File: src/rtl/uni_bin_dec_if.sv
// Valid/ready result bus and bitstream inputs of the unipolar rate-code decoder.
// The master drives the stream and iReady; the slave (decoder) returns the result.
interface uni_bin_dec_if #(parameter int DATAWD = 8);
    logic              iStart;
    logic              iEn;
    logic              iBit;
    logic              iReady;
    logic [DATAWD-1:0] oData;
    logic              oValid;
    logic              oBusy;
    logic              oDrop;

    modport master (output iStart, iEn, iBit, iReady,
                    input  oData, oValid, oBusy, oDrop);
    modport slave  (input  iStart, iEn, iBit, iReady,
                    output oData, oValid, oBusy, oDrop);
endinterface

File: src/rtl/uni_bin_dec.sv
// Unipolar bitstream decoder: counts ones over 2^DATAWD valid bits and hands the
// saturated count to the binary domain through a valid/ready holding register.
module uni_bin_dec #(
    parameter int DATAWD = 8,
    parameter bit CONT   = 1'b1
) (
    input logic         clk,
    input logic         rst_n,
    uni_bin_dec_if.slave bus
);
    typedef enum logic {IDLE = 1'b0, ACC = 1'b1} state_e;

    state_e            state_q, state_d;
    logic [DATAWD-1:0] cnt_w_q, cnt_w_d;
    logic [DATAWD:0]   cnt_ones_q, cnt_ones_d;
    logic [DATAWD-1:0] data_q, data_d;
    logic              valid_q, valid_d;
    logic              drop_q, drop_d;
    logic              win_end;
    logic [DATAWD:0]   ones_sum;

    always_ff @(posedge clk or negedge rst_n) begin
        if (!rst_n) begin
            state_q    <= IDLE;
            cnt_w_q    <= '0;
            cnt_ones_q <= '0;
            data_q     <= '0;
            valid_q    <= 1'b0;
            drop_q     <= 1'b0;
        end else begin
            state_q    <= state_d;
            cnt_w_q    <= cnt_w_d;
            cnt_ones_q <= cnt_ones_d;
            data_q     <= data_d;
            valid_q    <= valid_d;
            drop_q     <= drop_d;
        end
    end

    // Count including the bit sampled on the closing edge; only a full
    // all-ones window can reach 2^DATAWD, which is clamped below.
    assign ones_sum = cnt_ones_q + (DATAWD+1)'(bus.iBit);
    assign win_end  = (state_q == ACC) && !bus.iStart && bus.iEn && (&cnt_w_q);

    always_comb begin
        state_d    = state_q;
        cnt_w_d    = cnt_w_q;
        cnt_ones_d = cnt_ones_q;
        case (state_q)
            IDLE: begin
                if (bus.iStart) begin
                    state_d    = ACC;
                    cnt_w_d    = '0;
                    cnt_ones_d = '0;
                end
            end
            ACC: begin
                if (bus.iStart) begin
                    cnt_w_d    = '0;
                    cnt_ones_d = '0;
                end else if (bus.iEn) begin
                    cnt_w_d    = cnt_w_q + 1'b1;
                    cnt_ones_d = win_end ? '0 : ones_sum;
                    if (win_end && !CONT) state_d = IDLE;
                end
            end
            default: state_d = IDLE;
        endcase
    end

    // A freshly loaded result beats a same-cycle consume; it only counts as a
    // drop when the previous result was still pending and not being taken.
    always_comb begin
        data_d  = data_q;
        valid_d = valid_q && !bus.iReady;
        drop_d  = 1'b0;
        if (win_end) begin
            data_d  = ones_sum[DATAWD] ? {DATAWD{1'b1}} : ones_sum[DATAWD-1:0];
            valid_d = 1'b1;
            drop_d  = valid_q && !bus.iReady;
        end
    end

    assign bus.oData  = data_q;
    assign bus.oValid = valid_q;
    assign bus.oBusy  = (state_q == ACC);
    assign bus.oDrop  = drop_q;
endmodule

File: src/flat_wrapper.sv
// flat-port wrapper written by rule: the top's interface ports become plain ports
module uni_bin_dec_flat 
#(
    parameter int DATAWD = 8,
    parameter bit CONT   = 1'b1
)
  (clk, rst_n, bus_iStart, bus_iEn, bus_iBit, bus_iReady, bus_oData, bus_oValid, bus_oBusy, bus_oDrop);
  uni_bin_dec_if #(.DATAWD(DATAWD)) bus_i ();
  input logic clk;
  input logic rst_n;
  input wire logic [$bits(bus_i.iStart)-1:0] bus_iStart;
  input wire logic [$bits(bus_i.iEn)-1:0] bus_iEn;
  input wire logic [$bits(bus_i.iBit)-1:0] bus_iBit;
  input wire logic [$bits(bus_i.iReady)-1:0] bus_iReady;
  output wire logic [$bits(bus_i.oData)-1:0] bus_oData;
  output wire logic [$bits(bus_i.oValid)-1:0] bus_oValid;
  output wire logic [$bits(bus_i.oBusy)-1:0] bus_oBusy;
  output wire logic [$bits(bus_i.oDrop)-1:0] bus_oDrop;
  assign bus_i.iStart = bus_iStart;
  assign bus_i.iEn = bus_iEn;
  assign bus_i.iBit = bus_iBit;
  assign bus_i.iReady = bus_iReady;
  assign bus_oData = bus_i.oData;
  assign bus_oValid = bus_i.oValid;
  assign bus_oBusy = bus_i.oBusy;
  assign bus_oDrop = bus_i.oDrop;
  uni_bin_dec #(.DATAWD(DATAWD), .CONT(CONT)) u_core (.clk(clk), .rst_n(rst_n), .bus(bus_i));
endmodule
File: config.mk
export PLATFORM = sky130hd
export DESIGN_NAME = uni_bin_dec_flat
export DESIGN_NICKNAME = d
export VERILOG_FILES = /design/src/rtl/uni_bin_dec_if.sv /design/src/rtl/uni_bin_dec.sv /design/src/flat_wrapper.sv
export SDC_FILE = /design/constraint.sdc
export NUM_CORES = 1
export LEC_CHECK = 0
export ABC_AREA = 1
export CAP_MARGIN = 20
export CORE_MARGIN = 2
export CORE_UTILIZATION = 58
export CTS_CLUSTER_DIAMETER = 30
export DETAILED_ROUTE_END_ITERATION = 8
export GPL_ROUTABILITY_DRIVEN = 0
export PLACE_DENSITY_LB_ADDON = 0.3
export SLEW_MARGIN = 20
export SYNTH_ARGS = -nofsm -noshare
export SYNTH_HDL_FRONTEND = slang
export SYNTH_SLANG_ARGS = --single-unit
File: constraint.sdc
create_clock -name clk -period 2.28 [get_ports clk]
set_clock_uncertainty 0.1 [all_clocks]
set_input_delay 0.342 -clock clk [delete_from_list [all_inputs] [get_ports clk]]
set_output_delay 0.342 -clock clk [all_outputs]
set_load 0.02 [all_outputs]
Word-level counts from Yosys, hierarchy flattened
Index checks and enable logic that the tools add are counted.
{"block": "classes", "add_sub_neg": 2, "eq_ne": 2, "mux": 14, "bitwise": 1, "reduce_logical": 8}
{"operator": "2-to-1 mux 9 bit", "n": 4}
{"operator": "2-to-1 mux 8 bit", "n": 4}
{"operator": "case mux 9 bit (2 select lines)", "n": 1}
{"operator": "case mux 8 bit (2 select lines)", "n": 1}
{"operator": "adder 9 x 1 -> 9 bit", "n": 1}
{"operator": "adder 8 x 1 -> 8 bit, second input constant", "n": 1}
{"operator": "AND reduction 8 bit", "n": 1}
{"operator": "logical AND 1 bit", "n": 4}
{"operator": "2-to-1 mux 1 bit", "n": 4}
{"operator": "!= test 3 bit, second input constant", "n": 1}
{"operator": "logical NOT 1 bit", "n": 2}
{"operator": "!= test 2 bit, second input constant", "n": 1}
{"operator": "AND reduction 2 bit", "n": 1}
{"operator": "inverter 1 bit", "n": 1}
{"block": "totals", "regBits": 28, "out_inout_bits": 11}

Logic depth before layout (Yosys ltp)
Gate-level depths: netlist of run 1.
{"block": "logic_depth", "word_depth": 8, "depth_mapped": 10, "depth_no_buf": 10}

Worst setup path before layout of run 1
No wires, ideal clock.
{"block": "synth_path", "kind": "reg2reg", "start": "register u_core.cnt_ones_q[0]", "end": "register u_core.data_q[7], in the netlist u_core.bus.oData[7]", "t_arrival_ns": 1.316, "required_ns": 2.065, "setup_slack_ns": 0.749, "path_stages_with_launch": 10, "path_buffers": 0, "cell_sequence": "dfrtp_1 ha_1 ha_1 nand2_1 nor2_1 nand3_1 nand2_2 nand2_1 nor2_1 nor2_1"}
{"block": "synth_via", "elab_chain_cells": 2}
{"item": "start, declared", "line": "uni_bin_dec.sv:15", "source": "logic [DATAWD:0] cnt_ones_q, cnt_ones_d;"}
{"item": "start signal, assigned", "line": "uni_bin_dec.sv:33", "source": "cnt_ones_q <= cnt_ones_d;"}
{"item": "adder 9 x 1 -> 9 bit", "line": "uni_bin_dec.sv:42", "source": "assign ones_sum = cnt_ones_q + (DATAWD+1)'(bus.iBit);"}
{"item": "2-to-1 mux 8 bit", "line": "uni_bin_dec.sv:78", "source": "data_d = ones_sum[DATAWD] ? {DATAWD{1'b1}} : ones_sum[DATAWD-1:0];"}
{"item": "end signal, assigned", "line": "uni_bin_dec.sv:34", "source": "data_q <= data_d;"}
{"item": "end, declared", "line": "uni_bin_dec.sv:16", "source": "logic [DATAWD-1:0] data_q, data_d;"}
No other way between the ends.
A chain may end at the register's enable or synchronous reset.

Worst setup path after layout of run 1
{"block": "layout_path", "start": "input port bus_iBit", "end": "register u_core.data_q[7], in the netlist u_core.bus.oData[7]"}
{"block": "layout_via", "elab_chain_cells": 2}
{"item": "start, declared", "line": "flat_wrapper.sv:13", "source": "input wire logic [$bits(bus_i.iBit)-1:0] bus_iBit;"}
{"item": "adder 9 x 1 -> 9 bit", "line": "uni_bin_dec.sv:42"}
{"item": "2-to-1 mux 8 bit", "line": "uni_bin_dec.sv:78"}
No other way between the ends.

==> run_results.csv, run 1 <==
group,metric,value,unit
outcome,status,"completed",
cts,cts_sinks,28,
timing,min_period,1.80,ns
place,place_area,1590,µm²
run,drv_cap,0,
detailed_routing,wl,2810,µm
layout,drive_above_1_share,7.22,%
detailed_routing,drt_iter0_markers,21,
timing,grt_setup_unrepaired,"no",
timing,fmax,557,MHz
cts,clockBufferDepth,2,
layout,layout.nets,205,
detailed_routing,dr_total_vias,1177,
critical_path,worst_r2r_path_depth,9,
cts,clk_latency,0.32,ns
layout,final_cells,222,
worst_hold_path,hold_class,"in -> async",
layout,areaGrowthSynthToFinish,17.4,%
detailed_routing,drc_errors,0,
cts,post_cts_buffers,0,
place,portBuffers,16,
critical_path,r2r_end,"u_core.bus.oData[7]",
timing,worst_slew_pin_slew,0.355,ns
pwr,vdd_drop_max,0.387,mV
detailed_routing,wl_per_cell,12.6,µm
global_routing,grt_first_pass_wirelength,5000,µm
layout,final_cell_mix,"64 x nand2_1, 28 x dfrtp_1, 19 x inv_1",
floorplanning,coreArea,2230,µm²
layout,post-route-util,73.0,%
cts,cts_resized,0,
critical_path,worst_ep_arrival_time,1.93,ns
synthesis,yosysWarnings,0,
timing,relSlewSlack,76.3,%
detailed_routing,ant_nets,0,
global_routing,antenna_found_initial,0,
cts,path_clk_slew,0.14,ns
synthesis,syn_inst,173,
place,dp_hpwl,2120,µm
layout,final_common_cell,"nand2_1",
cts,cts_buffers,3,
floorplanning,pin_count,17,
synthesis,synth_cell_types,22,
detailed_routing,dr.pass1.iters,5,
floorplanning,initial_utilization,62.2,%
timing,slew_violations,0,
cts,postCtsHoldBufs,0,
detailed_routing,vias_per_cell,5.30,
floorplanning,fp.dieH,52.9,µm
global_routing,grt-ovfl-total,0,
synthesis,yosysSeqAreaShare,50.5,%
cts,cts_tree,"done",
layout,diodes,0,
place,dp.cells,218,
critical_path,path_class,"in -> reg",
timing,hold_viol_final,0,
critical_path,path_max_fanout,9,
global_routing,grt_pass1_vias,1221,
critical_path,cp_data_required_time,2.41,ns
cts,htreeDepth,1,
floorplanning,die_w,52.9,µm
pwr,power.leakage,0.829,nW
synthesis,postSynthAreaPerCell,8.03,µm²
timing,fin_crit_sh,78.8,%
synthesis,synth_area,1390,µm²
layout,finalInstanceArea,1630,µm²
synthesis,synth_nets,183,
critical_path,regToRegSetupSlack,0.59,ns
critical_path,cp-start-kind,"input pin",
cts,root_buffer,"clkbuf_4",
place,post-place-ws,0.120,ns
floorplanning,rows,17,
pwr,p_per_area,489,nW/µm²
critical_path,endpoint_kind,"flop",
critical_path,rr_startpoint,"u_core.cnt_ones_q[0]",
global_routing,grt_max_degree,29,
layout,fillers,171,
floorplanning,die_area,2800,µm²
timing,setup_ws,0.484,ns
synthesis,ys_seq_elements,28,
timing,setup_viol,0,
timing,fin_tns_setup,0,ns
global_routing,grt_use_total,24.5,%
[synthesized netlist by cell type]
cell type	number	area (µm²)
nand2_1	64	240
dfrtp_1	28	701
inv_1	19	71.3
nor2_1	12	45.0
o21ai_0	12	60.1
nand3_1	9	45.0
a21oi_1	4	20.0
ha_1	4	50.1
o22ai_1	4	25.0
nand2_2	3	18.8
xnor2_1	3	26.3
a211oi_1	1	7.51
a22o_1	1	8.76
buf_2	1	5.00
inv_2	1	3.75
inv_6	1	8.76
nand4_1	1	6.26
nor2_2	1	6.26
nor2_8	1	20.0
nor3_1	1	5.00
or2_2	1	6.26
xor2_1	1	8.76
[cells by family after synthesis]
| family | synth area share [%] |
|---|---|
| and+or+nand+nor | 28.3 |
| DFF | 50.5 |
| AOI/OAI and AO/OA | 8.74 |
| buffers and inverters | 6.40 |
| xor gates and xnor gates | 2.52 |
| adders and majority gates | 3.60 |
[how the worst max path moves through the flow]
stage                                    start                  end  depth (start not counted)
after global routing                  bus_iBit  u_core.bus.oData[5]                         10
after CTS                             bus_iBit  u_core.bus.oData[0]                         10
after global placement                bus_iBit  u_core.bus.oData[7]                         10
after floorplan           u_core.cnt_ones_q[0]  u_core.bus.oData[7]                          9
after detailed placement              bus_iBit  u_core.bus.oData[4]                         10
final                                 bus_iBit  u_core.bus.oData[7]                         10
[per-layer routing]
metal / global-route usage (%) / vias to the layer above / routed length [µm]
li1: - / 590 / -
met3: 3.11 / 8 / 72
met2: 41.9 / 25 / 1480
met5: 0 / - / 0
met4: 12.8 / 0 / 59
met1: 30.1 / 554 / 1190
[stage by stage]
stage / hold WS, ns / power [mW]
2_1_floorplan: -0.0536 / 0.539
3_3_place_gp: 0.366 / 0.567
3_5_place_dp: 0.364 / 0.570
4_1_cts: 0.280 / 0.809
5_1_grt: 0.309 / 0.833
6_report: 0.281 / 0.797
[critical path, cell delays in order]
cell and delay, ns:
clkdlybuf4s50_1 0.50, ha_1 0.16, ha_1 0.17, nand2_1 0.09, nor2_1 0.19, nand3_1 0.12
nand2_2 0.16, nand2_1 0.06, nor2_1 0.08, nor2_1 0.04
[flip-flops by register name, indices dropped and copies added (netlist names)]
signal and cells:
u_core.bus.oBusy 1, u_core.bus.oValid 1, u_core.cnt_ones_q 9, u_core.bus.oDrop 1, u_core.bus.oData 8, u_core.cnt_w_q 8
[layout make-up]
type                            instances  area, µm²  area share (%)
Clock buffer                            4       36.3            2.23
Inverter                               21       83.8            5.14
Multi-Input combinational cell        123        599            36.8
Sequential cell                        28        701            43.0
Tap cell                               28       35.0            2.15
Timing Repair Buffer                   18        175            10.7
[power by group]
group	total (mW)	internal [mW]	switching, mW	leakage (nW)
Clock	0.237	0.0977	0.139	0.0210
Sequential	0.507	0.502	0.00535	0.379
Combinational	0.0529	0.0195	0.0334	0.429
Total	0.797	0.619	0.178	0.829
No activity file was read; power rests on OpenSTA's default activity.
==> inputs of run 2 (changes only) <==
Settings changed: CORE_UTILIZATION 58 to 49.
Clock period 2.28 ns to 1.5 ns, I/O delays scaled along.
==> run_results.csv, run 2 (same netlist as run 1, synthesis figures left out) <==
group,metric,value,unit
global_routing,grt_first_pass_wirelength,5620,µm
layout,areaGrowthSynthToFinish,34.1,%
detailed_routing,dr.pass1.iters,4,
timing,grt_setup_unrepaired,"yes",
floorplanning,initial_utilization,50.8,%
critical_path,worst_ep_arrival_time,1.73,ns
timing,fin_crit_sh,105,%
critical_path,worst_r2r_path_depth,9,
timing,setup_ws,-0.0702,ns
floorplanning,die_w,57.2,µm
detailed_routing,ant_nets,0,
timing,hold_viol_final,0,
global_routing,grt_max_degree,29,
cts,path_clk_slew,0.16,ns
detailed_routing,wl_per_cell,12.9,µm
timing,fmax,637,MHz
floorplanning,pin_count,17,
cts,cts_tree,"done",
timing,relSlewSlack,76.1,%
layout,fillers,203,
pwr,pwr-share-seq,55.7,%
layout,final_common_cell,"nand2_1",
detailed_routing,wl,3140,µm
cts,postCtsHoldBufs,0,
cts,cts_buffers,3,
detailed_routing,vias_per_cell,5.13,
layout,finalInstanceArea,1860,µm²
run,drv_cap,0,
critical_path,path_max_fanout,5,
outcome,failed_checks,"negative setup slack",
floorplanning,rows,19,
place,dp.cells,235,
place,dp_hpwl,2230,µm
place,portBuffers,16,
detailed_routing,drc_errors,0,
floorplanning,die_area,3280,µm²
global_routing,antenna_found_initial,0,
layout,regMostFlops,"u_core.cnt_ones_q",
layout,final_cells,244,
cts,clockBufferDepth,2,
critical_path,endpoint_kind,"flop",
floorplanning,fp.dieH,57.2,µm
cts,root_buffer,"clkbuf_4",
pwr,p_int,1.08,mW
floorplanning,coreArea,2730,µm²
detailed_routing,drt_iter0_markers,84,
layout,layout.nets,224,
layout,diodes,0,
cts,htreeDepth,1,
timing,setup_viol,8,
timing,slew_violations,0,
critical_path,cp-start-kind,"flop",
pwr,power.switching,0.299,mW
layout,final_cell_mix,"59 x nand2_1, 28 x dfrtp_1, 20 x buf_4",
layout,drive_above_1_share,23.5,%
critical_path,path_class,"reg -> reg",
critical_path,regToRegSetupSlack,-0.07,ns
outcome,status,"complete, but fails checks",
pwr,power.leakage,0.977,nW
pwr,power.share.clock,36.6,%
global_routing,grt-ovfl-total,0,
pwr,swShare,21.7,%
layout,post-route-util,68.1,%
critical_path,cp_data_required_time,1.66,ns
global_routing,grt_pass1_vias,1341,
cts,clk_latency,0.34,ns
cts,cts_sinks,28,
timing,worst_slew_pin_slew,0.358,ns
timing,fin_tns_setup,-0.227,ns
place,place_area,1710,µm²
global_routing,grt_use_total,22.0,%
layout,largest_register_ffs,9,
pwr,vdd_drop_max,0.703,mV
critical_path,rr_startpoint,"u_core.cnt_ones_q[0]",
pwr,p_per_area,742,nW/µm²
detailed_routing,dr_total_vias,1251,
place,post-place-ws,-0.467,ns
critical_path,r2r_end,"u_core.bus.oData[2]",
timing,min_period,1.57,ns
pwr,combPwrFrac,7.8,%
worst_hold_path,hold_class,"in -> async",
==> run 2: layout make-up <==
| type | instances | area [µm²] | area share (%) |
|---|---|---|---|
| well taps | 31 | 38.8 | 2.08 |
| flip-flops and latches | 28 | 701 | 37.6 |
| repair buffers | 36 | 297 | 15.9 |
| clock inverters | 1 | 30.0 | 1.61 |
| clock buffers | 3 | 22.5 | 1.21 |
| multi-input cells | 124 | 691 | 37.1 |
| inverters | 21 | 83.8 | 4.50 |
==> run 2: how the worst max path moves through the flow <==
stage | depth (start not counted) | slack, ns | startpoint | endpoint
floorplan | 9 | 0.03 | u_core.cnt_ones_q[0] | u_core.bus.oData[7]
detailed placement | 10 | -0.47 | bus_iBit | u_core.bus.oData[2]
global placement | 10 | -0.39 | bus_iBit | u_core.bus.oData[7]
CTS | 9 | -0.04 | u_core.cnt_ones_q[0] | u_core.bus.oData[0]
global route | 9 | -0.15 | u_core.cnt_ones_q[0] | u_core.bus.oData[5]
finish | 9 | -0.07 | u_core.cnt_ones_q[0] | u_core.bus.oData[2]
==> run 2: metal layers <==
metal  vias up  GRT usage (%)  part of all wire (%)
met1       596           26.0                    42
li1        626              -                     -
met4         0           10.3                   2.2
met2        22           39.6                    54
met3         7           2.72                   2.1
met5         -              0                     0
==> run 2: critical path, cell delays in order (launching register included) <==
cell and delay (ns):
dfrtp_1 0.39, ha_2 0.20, ha_4 0.15, nand2_4 0.06, nor2_4 0.13, nand3_2 0.13, nand2_4 0.11, nand2_1 0.08
nand2_1 0.08, nand2_1 0.05
==> run 2: repair_timing <==
item,4_1_cts,5_1_grt
gates resized for setup,20,16
endpoints found under the hold margin,0,0
setup endpoints to repair,28,20
cloned,1,0
setup buffers,0,4
pin swaps,4,6
==> run 2: through the flow <==
| step | total power [mW] | hold WS [ns] |
|---|---|---|
| after detailed placement | 0.885 | 0.369 |
| after global routing | 1.43 | 0.155 |
| after CTS | 1.39 | 0.148 |
| final | 1.38 | 0.133 |
| after global placement | 0.880 | 0.364 |
| after floorplan | 0.820 | -0.171 |
==> run 2: power by group through the flow <==
stage               Sequential [mW]  Clock (mW)  Combinational, mW
floorplan                     0.783           0             0.0366
global placement              0.782           0             0.0975
detailed placement            0.783           0              0.102
CTS                           0.770       0.511              0.105
global route                  0.771       0.538              0.123
finish                        0.770       0.506              0.108
==> inputs of run 3 (changes only) <==
Settings changed: CORE_UTILIZATION 49 to 54, CTS_CLUSTER_DIAMETER 30 to 60.
Clock period 1.5 ns to 1.65 ns, I/O delays scaled along.
==> run_results.csv, run 3 (same netlist as run 1, synthesis figures left out) <==
group,metric,value,unit
timing,min_period,1.56,ns
pwr,power.leakage,0.911,nW
global_routing,antenna_found_initial,0,
pwr,vdd_drop_max,0.583,mV
timing,relSlewSlack,75.9,%
layout,areaGrowthSynthToFinish,24.6,%
layout,final_cell_mix,"60 x nand2_1, 28 x dfrtp_1, 19 x inv_1",
timing,grt_setup_unrepaired,"no",
global_routing,grt_pass1_vias,1080,
layout,final_common_cell,"nand2_1",
floorplanning,coreArea,2450,µm²
floorplanning,pin_count,17,
detailed_routing,dr.pass1.iters,4,
timing,holdWs,0.169,ns
timing,slew_violations,0,
detailed_routing,drt_iter0_markers,14,
layout,diodes,0,
timing,setup_viol,0,
outcome,status,"completed",
cts,cts_buffers,3,
timing,hold_viol_final,0,
critical_path,critPathLaunch,"u_core.cnt_ones_q[0]",
layout,drive_above_1_share,15.3,%
place,post-place-ws,-0.359,ns
global_routing,grt_use_total,20.9,%
layout,final_cells,232,
timing,fmax,640,MHz
critical_path,r2r_end,"u_core.bus.oData[4]",
timing,setup_ws,0.0877,ns
place,dp.cells,226,
global_routing,grt-ovfl-total,0,
pwr,finalPower,1.13,mW
detailed_routing,dr_total_vias,1175,
place,dp_hpwl,2100,µm
timing,fin_crit_sh,94.7,%
critical_path,path_class,"reg -> reg",
critical_path,endpoint_kind,"flop",
timing,worst_slew_pin_slew,0.361,ns
global_routing,grt_first_pass_wirelength,4450,µm
cts,clk_latency,0.33,ns
critical_path,regToRegSetupSlack,0.09,ns
critical_path,worst_ep_arrival_time,1.70,ns
layout,seq_area,701,µm²
place,portBuffers,16,
cts,cts_sinks,28,
detailed_routing,ant_nets,0,
pwr,p_per_area,651,nW/µm²
critical_path,path_max_fanout,3,
global_routing,grt_max_degree,29,
cts,path_clk_slew,0.15,ns
critical_path,rr_startpoint,"u_core.cnt_ones_q[0]",
layout,regMostFlops,"u_core.cnt_ones_q",
critical_path,worst_r2r_path_depth,9,
detailed_routing,vias_per_cell,5.06,
floorplanning,die_area,2990,µm²
detailed_routing,drc_errors,0,
critical_path,cp_data_required_time,1.79,ns
cts,htreeDepth,1,
cts,root_buffer,"clkbuf_4",
layout,layout.nets,213,
floorplanning,fp.dieH,54.7,µm
critical_path,cp-start-kind,"flop",
worst_hold_path,hold_class,"in -> async",
critical_path,endpoint,"u_core.bus.oData[4]",
detailed_routing,wl,2920,µm
floorplanning,rows,18,
cts,clockBufferDepth,2,
cts,cts_tree,"done",
detailed_routing,wl_per_cell,12.6,µm
floorplanning,initial_utilization,56.6,%
layout,multi_input_area,656,µm²
floorplanning,die_w,54.7,µm
cts,postCtsHoldBufs,0,
run,drv_cap,0,
layout,fillers,196,
layout,largest_register_ffs,9,
## run 3: report_power, final
part	total [mW]	internal, mW	switching, mW	leakage [nW]
sequential	0.700	0.694	0.00654	0.379
combinational	0.0849	0.0355	0.0494	0.511
clock	0.342	0.135	0.207	0.0210
## run 3: critical path, cell delays in order, from the launching register on
cell and delay, ns:
dfrtp_1 0.41, ha_2 0.19, ha_4 0.16, nand2_2 0.09, nor2_4 0.05, buf_4 0.14
xnor2_2 0.14, nand2_1 0.07, nand2_1 0.06, nand2_1 0.06
## run 3: worst min path at each step
| stage | slack [ns] | end | from |
|---|---|---|---|
| 6_report | 0.17 | u_core.cnt_ones_q[5] | rst_n |
| 5_1_grt | 0.21 | u_core.bus.oData[3] | rst_n |
| 4_1_cts | 0.17 | u_core.bus.oData[3] | rst_n |
| 3_5_place_dp | 0.37 | u_core.bus.oData[0] | u_core.bus.oData[0] |
| 3_3_place_gp | 0.37 | u_core.bus.oData[4] | u_core.bus.oData[4] |
| 2_1_floorplan | -0.15 | u_core.bus.oBusy | rst_n |
## run 3: final cells by class
cell class / count / area share [%]
tap: 30 / 2.17
multi-input combinational: 124 / 37.9
inverter: 21 / 4.84
clock buffer: 4 / 2.10
timing repair buffer: 25 / 12.5
sequential: 28 / 40.5
## run 3: per-layer routing
metal | routed length, µm | vias to the layer above | GRT usage, % | part of all wire, %
met5 | 0 | - | 0 | 0
met4 | 12 | 0 | 7.50 | 0.41
met3 | 50 | 2 | 2.46 | 1.7
met2 | 1560 | 10 | 39.1 | 53
met1 | 1300 | 556 | 23.9 | 44
li1 | - | 607 | - | -
## run 3: timing repair
item / CTS / global route
gates cloned: 0 / 1
buffers inserted: 1 / 0
pin swaps: 0 / 3
gates resized for setup: 11 / 13
hold endpoints to repair: 0 / 0
setup endpoints to repair: 12 / 17
## run 3: through the flow
step / cell area (µm²) / TNS [ns] / utilization [%]
floorplan: 1390 / 0 / -
global placement: 1640 / -2.66 / 66.9
detailed placement: 1640 / -3.64 / 66.9
CTS: 1670 / 0 / 68.1
global route: 1730 / 0 / 70.5
finish: 1730 / 0 / 70.5
